<file path="config.mk">
export PLATFORM = sky130hd
export DESIGN_NAME = truth_table_sequencer
export DESIGN_NICKNAME = d
export VERILOG_FILES = /design/src/rtl/truth_table_sequencer.sv
export SDC_FILE = /design/constraint.sdc
export NUM_CORES = 1
export LEC_CHECK = 0
export CORE_MARGIN = 3
export CORE_UTILIZATION = 51
export DETAILED_ROUTE_END_ITERATION = 10
export GPL_ROUTABILITY_DRIVEN = 1
export GPL_TIMING_DRIVEN = 0
export PLACE_DENSITY = 0.93
export SETUP_SLACK_MARGIN = 0.4
export SYNTH_ARGS = -nofsm -noshare
export SYNTH_HDL_FRONTEND = slang
export SYNTH_SLANG_ARGS = --single-unit
</file>
<file path="constraint.sdc">
create_clock -name clk -period 3.35 [get_ports clk]
set_clock_uncertainty 0.05 [all_clocks]
set_input_delay 0.67 -clock clk [delete_from_list [all_inputs] [get_ports clk]]
set_output_delay 0.67 -clock clk [all_outputs]
set_load 0.05 [all_outputs]
</file>
<file path="src/rtl/truth_table_sequencer.sv">
// truth_table_sequencer: sweeps every input combination of a small gate block
// in ascending order. Each combination is held for HOLD_CYCLES cycles, then the
// gate output is sampled and compared against exp_table.
// Reports pass/fail, the mismatch count and the index of the first mismatch.
// Optional feature macro: TT_CAPTURE_EN adds the obs_table output, which
// holds every sampled gate output.
module truth_table_sequencer #(
    parameter int unsigned N_IN        = 2,
    parameter int unsigned HOLD_CYCLES = 3
) (
    input  logic                 clk,
    input  logic                 rst_n,
    input  logic                 start,
    input  logic                 abort,
    input  logic                 dut_out,
    input  logic [2**N_IN-1:0]   exp_table,
    output logic [N_IN-1:0]      stim,
    output logic                 busy,
    output logic                 done,
    output logic                 pass,
    output logic                 sample_valid,
    output logic [N_IN-1:0]      sample_idx,
    output logic                 sample_val,
    output logic [N_IN:0]        err_count,
    output logic [N_IN-1:0]      err_idx
`ifdef TT_CAPTURE_EN
    ,
    output logic [2**N_IN-1:0]   obs_table
`endif
);

    localparam int unsigned CNT_W = (HOLD_CYCLES > 1) ? $clog2(HOLD_CYCLES) : 1;

    localparam logic [CNT_W-1:0] CNT_LOAD = CNT_W'(HOLD_CYCLES - 1);
    localparam logic [CNT_W-1:0] CNT_ONE  = CNT_W'(1);
    localparam logic [N_IN-1:0]  IDX_ONE  = N_IN'(1);
    localparam logic [N_IN-1:0]  IDX_LAST = {N_IN{1'b1}};
    localparam logic [N_IN:0]    ERR_ONE  = (N_IN + 1)'(1);

    localparam logic [1:0] ST_IDLE   = 2'd0;
    localparam logic [1:0] ST_SETTLE = 2'd1;
    localparam logic [1:0] ST_SAMPLE = 2'd2;
    localparam logic [1:0] ST_DONE   = 2'd3;

    // Reject illegal configurations at elaboration time.
    if (N_IN < 1 || N_IN > 8) begin : g_bad_n_in
        $error("truth_table_sequencer: N_IN must be in 1..8");
    end
    if (HOLD_CYCLES < 1) begin : g_bad_hold
        $error("truth_table_sequencer: HOLD_CYCLES must be >= 1");
    end

    logic [1:0]       state_q, state_d;
    logic [N_IN-1:0]  idx_q, idx_d;
    logic [CNT_W-1:0] cnt_q, cnt_d;
    logic [N_IN:0]    err_count_q, err_count_d;
    logic [N_IN-1:0]  err_idx_q, err_idx_d;
    logic             err_seen_q, err_seen_d;
    logic             sample_valid_q, sample_valid_d;
    logic [N_IN-1:0]  sample_idx_q, sample_idx_d;
    logic             sample_val_q, sample_val_d;

    logic do_abort;
    logic accept;
    logic do_sample;
    logic mismatch;

    // Abort applies outside IDLE only, but it always blocks a same-cycle start.
    always_comb begin
        do_abort  = abort && (state_q != ST_IDLE);
        accept    = start && !abort && ((state_q == ST_IDLE) || (state_q == ST_DONE));
        do_sample = !do_abort && (state_q == ST_SAMPLE);
        mismatch  = dut_out != exp_table[idx_q];
    end

    // Next-state and result-update logic.
    always_comb begin
        state_d        = state_q;
        idx_d          = idx_q;
        cnt_d          = cnt_q;
        err_count_d    = err_count_q;
        err_idx_d      = err_idx_q;
        err_seen_d     = err_seen_q;
        sample_valid_d = 1'b0;
        sample_idx_d   = sample_idx_q;
        sample_val_d   = sample_val_q;

        if (do_abort) begin
            // Partial error results stay visible until the next start.
            state_d = ST_IDLE;
            idx_d   = '0;
            cnt_d   = '0;
        end else if (accept) begin
            state_d     = ST_SETTLE;
            idx_d       = '0;
            cnt_d       = CNT_LOAD;
            err_count_d = '0;
            err_idx_d   = '0;
            err_seen_d  = 1'b0;
        end else begin
            case (state_q)
                ST_SETTLE: begin
                    if (cnt_q == '0) begin
                        state_d = ST_SAMPLE;
                    end else begin
                        cnt_d = cnt_q - CNT_ONE;
                    end
                end
                ST_SAMPLE: begin
                    sample_valid_d = 1'b1;
                    sample_idx_d   = idx_q;
                    sample_val_d   = dut_out;
                    if (mismatch) begin
                        err_count_d = err_count_q + ERR_ONE;
                        if (!err_seen_q) begin
                            err_idx_d  = idx_q;
                            err_seen_d = 1'b1;
                        end
                    end
                    if (idx_q == IDX_LAST) begin
                        // Index stays at the last combination; it never wraps.
                        state_d = ST_DONE;
                    end else begin
                        idx_d   = idx_q + IDX_ONE;
                        cnt_d   = CNT_LOAD;
                        state_d = ST_SETTLE;
                    end
                end
                default: ;
            endcase
        end
    end

    // State and result registers.
    always_ff @(posedge clk or negedge rst_n) begin
        if (!rst_n) begin
            state_q        <= ST_IDLE;
            idx_q          <= '0;
            cnt_q          <= '0;
            err_count_q    <= '0;
            err_idx_q      <= '0;
            err_seen_q     <= 1'b0;
            sample_valid_q <= 1'b0;
            sample_idx_q   <= '0;
            sample_val_q   <= 1'b0;
        end else begin
            state_q        <= state_d;
            idx_q          <= idx_d;
            cnt_q          <= cnt_d;
            err_count_q    <= err_count_d;
            err_idx_q      <= err_idx_d;
            err_seen_q     <= err_seen_d;
            sample_valid_q <= sample_valid_d;
            sample_idx_q   <= sample_idx_d;
            sample_val_q   <= sample_val_d;
        end
    end

`ifdef TT_CAPTURE_EN
    // Observed-output table: cleared on accept, one bit written per sample.
    always_ff @(posedge clk or negedge rst_n) begin
        if (!rst_n) begin
            obs_table <= '0;
        end else if (accept) begin
            obs_table <= '0;
        end else if (do_sample) begin
            obs_table[idx_q] <= dut_out;
        end
    end
`endif

    // Output decode; stim tracks idx, which is zero whenever the FSM is IDLE.
    always_comb begin
        stim         = idx_q;
        busy         = (state_q == ST_SETTLE) || (state_q == ST_SAMPLE);
        done         = (state_q == ST_DONE);
        pass         = done && (err_count_q == '0);
        sample_valid = sample_valid_q;
        sample_idx   = sample_idx_q;
        sample_val   = sample_val_q;
        err_count    = err_count_q;
        err_idx      = err_idx_q;
    end

endmodule

</file>
* Word level (Yosys, flattened, before mapping) *
Index checks and enable logic that the tools add are counted.

word-level totals
  output and inout bits = 14
  register bits after elaboration = 16
  logic and storage cells = 75

cells by class
  equal/unequal tests = 10
  bitwise gates (word level) = 2
  muxes and demuxes = 29
  $lt $le $gt $ge = 1
  reductions and logical operators = 21
  add/subtract/negate cells = 3

operators by type and width
  cell                                                                   count
  2-bit two-way mux                                                      16
  4-bit != test (second input constant)                                  3
  3-bit two-way mux                                                      3
  3-bit AND reduction                                                    3
  2-bit one-hot mux with 2 select lines                                  2
  1-bit two-way mux                                                      7
  2-bit == test (second input constant)                                  3
  2-bit nonzero test                                                     3
  1-bit logical AND                                                      4
  2-bit logical NOT                                                      2
  2-bit AND reduction                                                    2
  4-bit AND reduction                                                    1
  4-bit nonzero test                                                     1
  3-bit by 1-bit adder with 3-bit output (second input constant)         1
  3-bit logical NOT                                                      1
  2-bit by 3-bit < comparator with 1-bit output (second input constant)  1
  3-bit != test (second input constant)                                  1
  3-bit nonzero test                                                     1
  2-bit by 1-bit adder with 2-bit output (second input constant)         1
  1-bit binary-select mux with 2-bit select                              1
  2-bit by 1-bit == test with 1-bit output (second input constant)       1
  1-bit logical OR                                                       2
  2-bit by 1-bit != test with 1-bit output (second input constant)       1
  1-bit inverter                                                         2
  3 further kinds                                                        3

* Depth between registers and ports, before layout *
  depth after elaboration = 6
  gate-level depth with buffers = 7

* Least setup slack after synthesis *
OpenSTA, ideal clock, no wires.

  kind = register to register
  from = register state_q[0]
  to = register cnt_q[0]
  buffers on the path = 1
  arrival time = 2154 ps
  setup slack = 1022 ps
  setup time = 125 ps
  required time = 3175 ps
  cell stages (with the launch flop) = 8
  path through = dfrtp_1 -> inv_1 -> ha_1 -> or3b_1 -> clkbuf_1 -> nand2_1 -> a21oi_1 -> mux2_2

on the way
  word-level cells in the longest chain between the ends = 5
  elaborated cells between the ends (all ways) = 15
  classes of those cells = eq/ne: 5; mux: 3; reduce/logical: 7

ends and longest elaborated chain
  what                                                                RTL line  source
  start: declaration                                                  53        logic [1:0] state_q, state_d;
  start signal: assignment                                            147       state_q <= state_d;
  2-bit == test or 2-bit logical NOT (tied branches)                  71        accept = start && !abort && ((state_q == ST_IDLE) || (state_q == ST_DONE));
  1-bit logical OR                                                    71
  1-bit logical AND                                                   71
  4-bit != test (no line), or another cell as far along               -
  3-bit AND reduction (no line) or 2-bit two-way mux (tied branches)  -
  end signal: assignment                                              149       cnt_q <= cnt_d;
  end: declaration                                                    55        logic [CNT_W-1:0] cnt_q, cnt_d;

Parallel ways exist; a longest one is shown, timed or not.
A chain may end at the register's enable or synchronous reset.

* Final worst setup path *
  from = register state_q[0]
  to = output busy

on the way
  word-level cells in the longest chain between the ends = 2
  elaborated cells between the ends (all ways) = 3
  classes of those cells = eq/ne: 2; reduce/logical: 1

ends and longest elaborated chain
  what                                                                       RTL line  source
  2-bit by 1-bit == test with 1-bit output or 2-bit == test (tied branches)  175       busy = (state_q == ST_SETTLE) || (state_q == ST_SAMPLE);
  1-bit logical OR *                                                         175
  end: declaration                                                           18        output logic busy,

Every way passes the cells marked *; elsewhere a longest branch is shown, timed or not.

==> results.md <==
* Area taken by multi-input logic gates at 498.0 um2
* Async set-reset flop share out of synthesis at 100.0%
* Final antenna-violating net count at 0
* Post-Syn Area at 935.9 um2
* Status: finished clean
* Port-buffer cells at 22
* # IOs at 23
* Net count, final at 134
* Final worst path period share at 79.98%
* Sw power at 0.6435 mW
* Yosys top cell by area: dfrtp_1
* Most frequent cells in the layout: 22 x clkdlybuf4s50_1, 16 x dfrtp_1, 9 x ha_1, 7 x inv_1, 7 x nand2_1
* Req. time, crit path at about 2.6 ns
* VDD IR max at 0.6083 mV
* Kind of critical path: register to output port
* Synth cell types at 28
* Post-DP HPWL at 1386 um
* Clock power share at 9.9%
* Crit. End Element: output port
* Reg area at roughly 400 um2
* Clock buffer depth at 2
* Drt wl/cell at 13.37 um
* Min Clock Period, post-route at 2.679 ns
* Synth Flop Type: dfrtp_1
* Chip width at a little under 50 um
* Clk sink count at 16
* Die height at 48.84 um
* Maximum number of pins on one net before global-route repair at 17
* Remaining global-route overflow at 0
* Cell count after placement at 135
* Post-synth EDFFs at 0
* Total Routing Usage GR at 17.45%
* Fin. max-slew vios at 0
* Worst skew pair latency at 0.29 ns
* Drt first pass iters at 4
* Net Sw Frac at between 40% and 50%
* Leak Pwr at 0.5831 nW
* CTS tree: done
* DRC at 0
* Share of the synthesized area in the top cell type at 42.78%
* Power, Total at 1.317 mW
* Layout cell share with drive strength beyond 1 at 10.43%
* RSZ-0062 raised after global routing: false
* Worst Tran Pin Value at 0.7828 ns
* Post-cts hold buffer count at 0
* Syn Nets at 107
* Hold Vio Cnt, Final at 0
* Yosys warning total at 0
* Row count at 14
* GP Congestion at 0.7897
* Final wirelength at 1858 um
* Finished Layout Cells at around 140
* Htree depth at 1
* Worst EP arrival at 1.96 ns
* Post-synthesis sequential element count at 16
* Die area at 2385 um2
* Synth-to-Final Area Change at 30.61%
* Critical Path Start Type: register
* Number of global-route vias before repair at 770
* Commonest non-fill, non-tap cell in the layout: clkdlybuf4s50_1
* Root buffer cell: clkbuf_4
* Number of inserted diodes at 0
* Flop pwr share at between 20% and 30%
* Syn Inst Count at just under 90
* Num CTS Buffers at 3
* Initial core utilization at 58.07%
* Syn Area/Cell at ~11 um2
* Hold Slack at approximately 0.47 ns
* Vias per cell at 5.410
* Area of the core at 1612 um2
* Pwr Density at 1078 nW/um2
* First-pass GRT wire length at about 3300 um
* Fin Setup TNS at 0 ns
* Sequential area share after synthesis at 42.78%
* Post-CTS sizing at 0
* Hold Path Class: register to register
* Vias at 752
* Fmax at 373.2 MHz
* Max transition margin at 47.70%
* Initial antenna violation count at 0
* Worst-path maximum fanout at 5
* Max Cap Viol at 0
* Reg clk slew, reported paths at 0.10 ns
* Endpoints failing setup at 0
* Top cells by area, synth: dfrtp_1 43%, ha_1 12%, mux2_2 6.0%
* Gate power share at 63.6%
* Pint at about 0.67 mW
* Starting DRT DRC Count at 16
* # fillers at 130
* Post-CTS Setup Bufs at 0
## power groups by stage
stage	Combinational [mW]	Sequential [mW]	Clock [mW]
floorplan	0.423	0.533	0
global placement	0.815	0.347	0
detailed placement	0.841	0.353	0
CTS	0.845	0.350	0.131
global route	0.912	0.364	0.143
finish	0.837	0.349	0.131
## routing by layer
layer | up-vias | GRT usage [%] | wire length (um)
li1 | 357 | - | -
met1 | 361 | 20.28 | 824
met2 | 30 | 31.67 | 889
met3 | 4 | 3.670 | 127
met4 | 0 | 5.687 | 17
met5 | - | 0 | 0
## logic make-up after synthesis
| kind of cell | share of synthesized area [%] |
|---|---|
| simple gates | 16.71 |
| mux | 13.77 |
| buf+inv | 4.011 |
| fa+ha+maj | 12.03 |
| xor+xnor | 2.674 |
| compound gates | 8.022 |
| flops | 42.78 |
## path summary, 6_finish.rpt
path	end	slack, ns	cells past startpoint	start
hold reg to reg	sample_idx[1]$_DFFE_PN0P_	0.47	1	sample_idx[1]$_DFFE_PN0P_
setup reg to reg	cnt_q[0]$_DFFE_PN0P_	1.11	7	state_q[0]$_DFFE_PN0P_
min in group asynchronous	err_count[1]$_DFFE_PN0P_	0.75	1	rst_n
hold / removal	sample_idx[1]$_DFFE_PN0P_	0.47	1	sample_idx[1]$_DFFE_PN0P_
max in group asynchronous	state_q[1]$_DFFE_PN0P_	2.05	1	rst_n
setup / recovery	busy	0.67	3	state_q[0]$_DFFE_PN0P_
## stage by stage
step	utilization, %	instance area (um2)	worst slack (ns)
2_1_floorplan	-	935.9	1.022
3_3_place_gp	73.60	1186	0.7756
3_5_place_dp	73.60	1186	0.7461
4_1_cts	75.85	1222	0.6598
5_1_grt	75.85	1222	0.5555
6_report	75.85	1222	0.6707
## state kept, by name, summed over array words and instances (netlist names)
| signal | flops |
|---|---|
| state_q | 2 |
| cnt_q | 2 |
| err_count | 3 |
| stim | 2 |
| sample_val | 1 |
| sample_idx | 2 |
| err_seen_q | 1 |
| err_idx | 2 |
| sample_valid | 1 |
## cells in the mapped netlist (2+ instances only)
master	number
nor2_1	5
nor2b_1	2
nand3_1	3
dfrtp_1	16
ha_1	9
inv_1	7
mux2_2	5
a211oi_1	2
a211o_1	2
o21ai_0	2
a21oi_1	2
nor3_1	3
nand2b_1	2
nand2_1	7
and3_1	3
mux2i_1	5
clkbuf_1	3
## critical path, stage by stage, from the launching register on
cell and delay (ns):
dfrtp_1 0.41, inv_1 0.09, ha_1 0.35, clkdlybuf4s50_1 0.82
## final cells by class
cell class | count | share of cell area (%)
Multi-Input combinational cell | 63 | 40.74
Sequential cell | 16 | 32.75
Timing Repair Buffer | 22 | 18.01
Clock buffer | 4 | 2.968
Tap cell | 24 | 2.457
Inverter | 7 | 2.149
Buffer | 3 | 0.9212
Note: power is estimated with default switching activity, not from simulation.
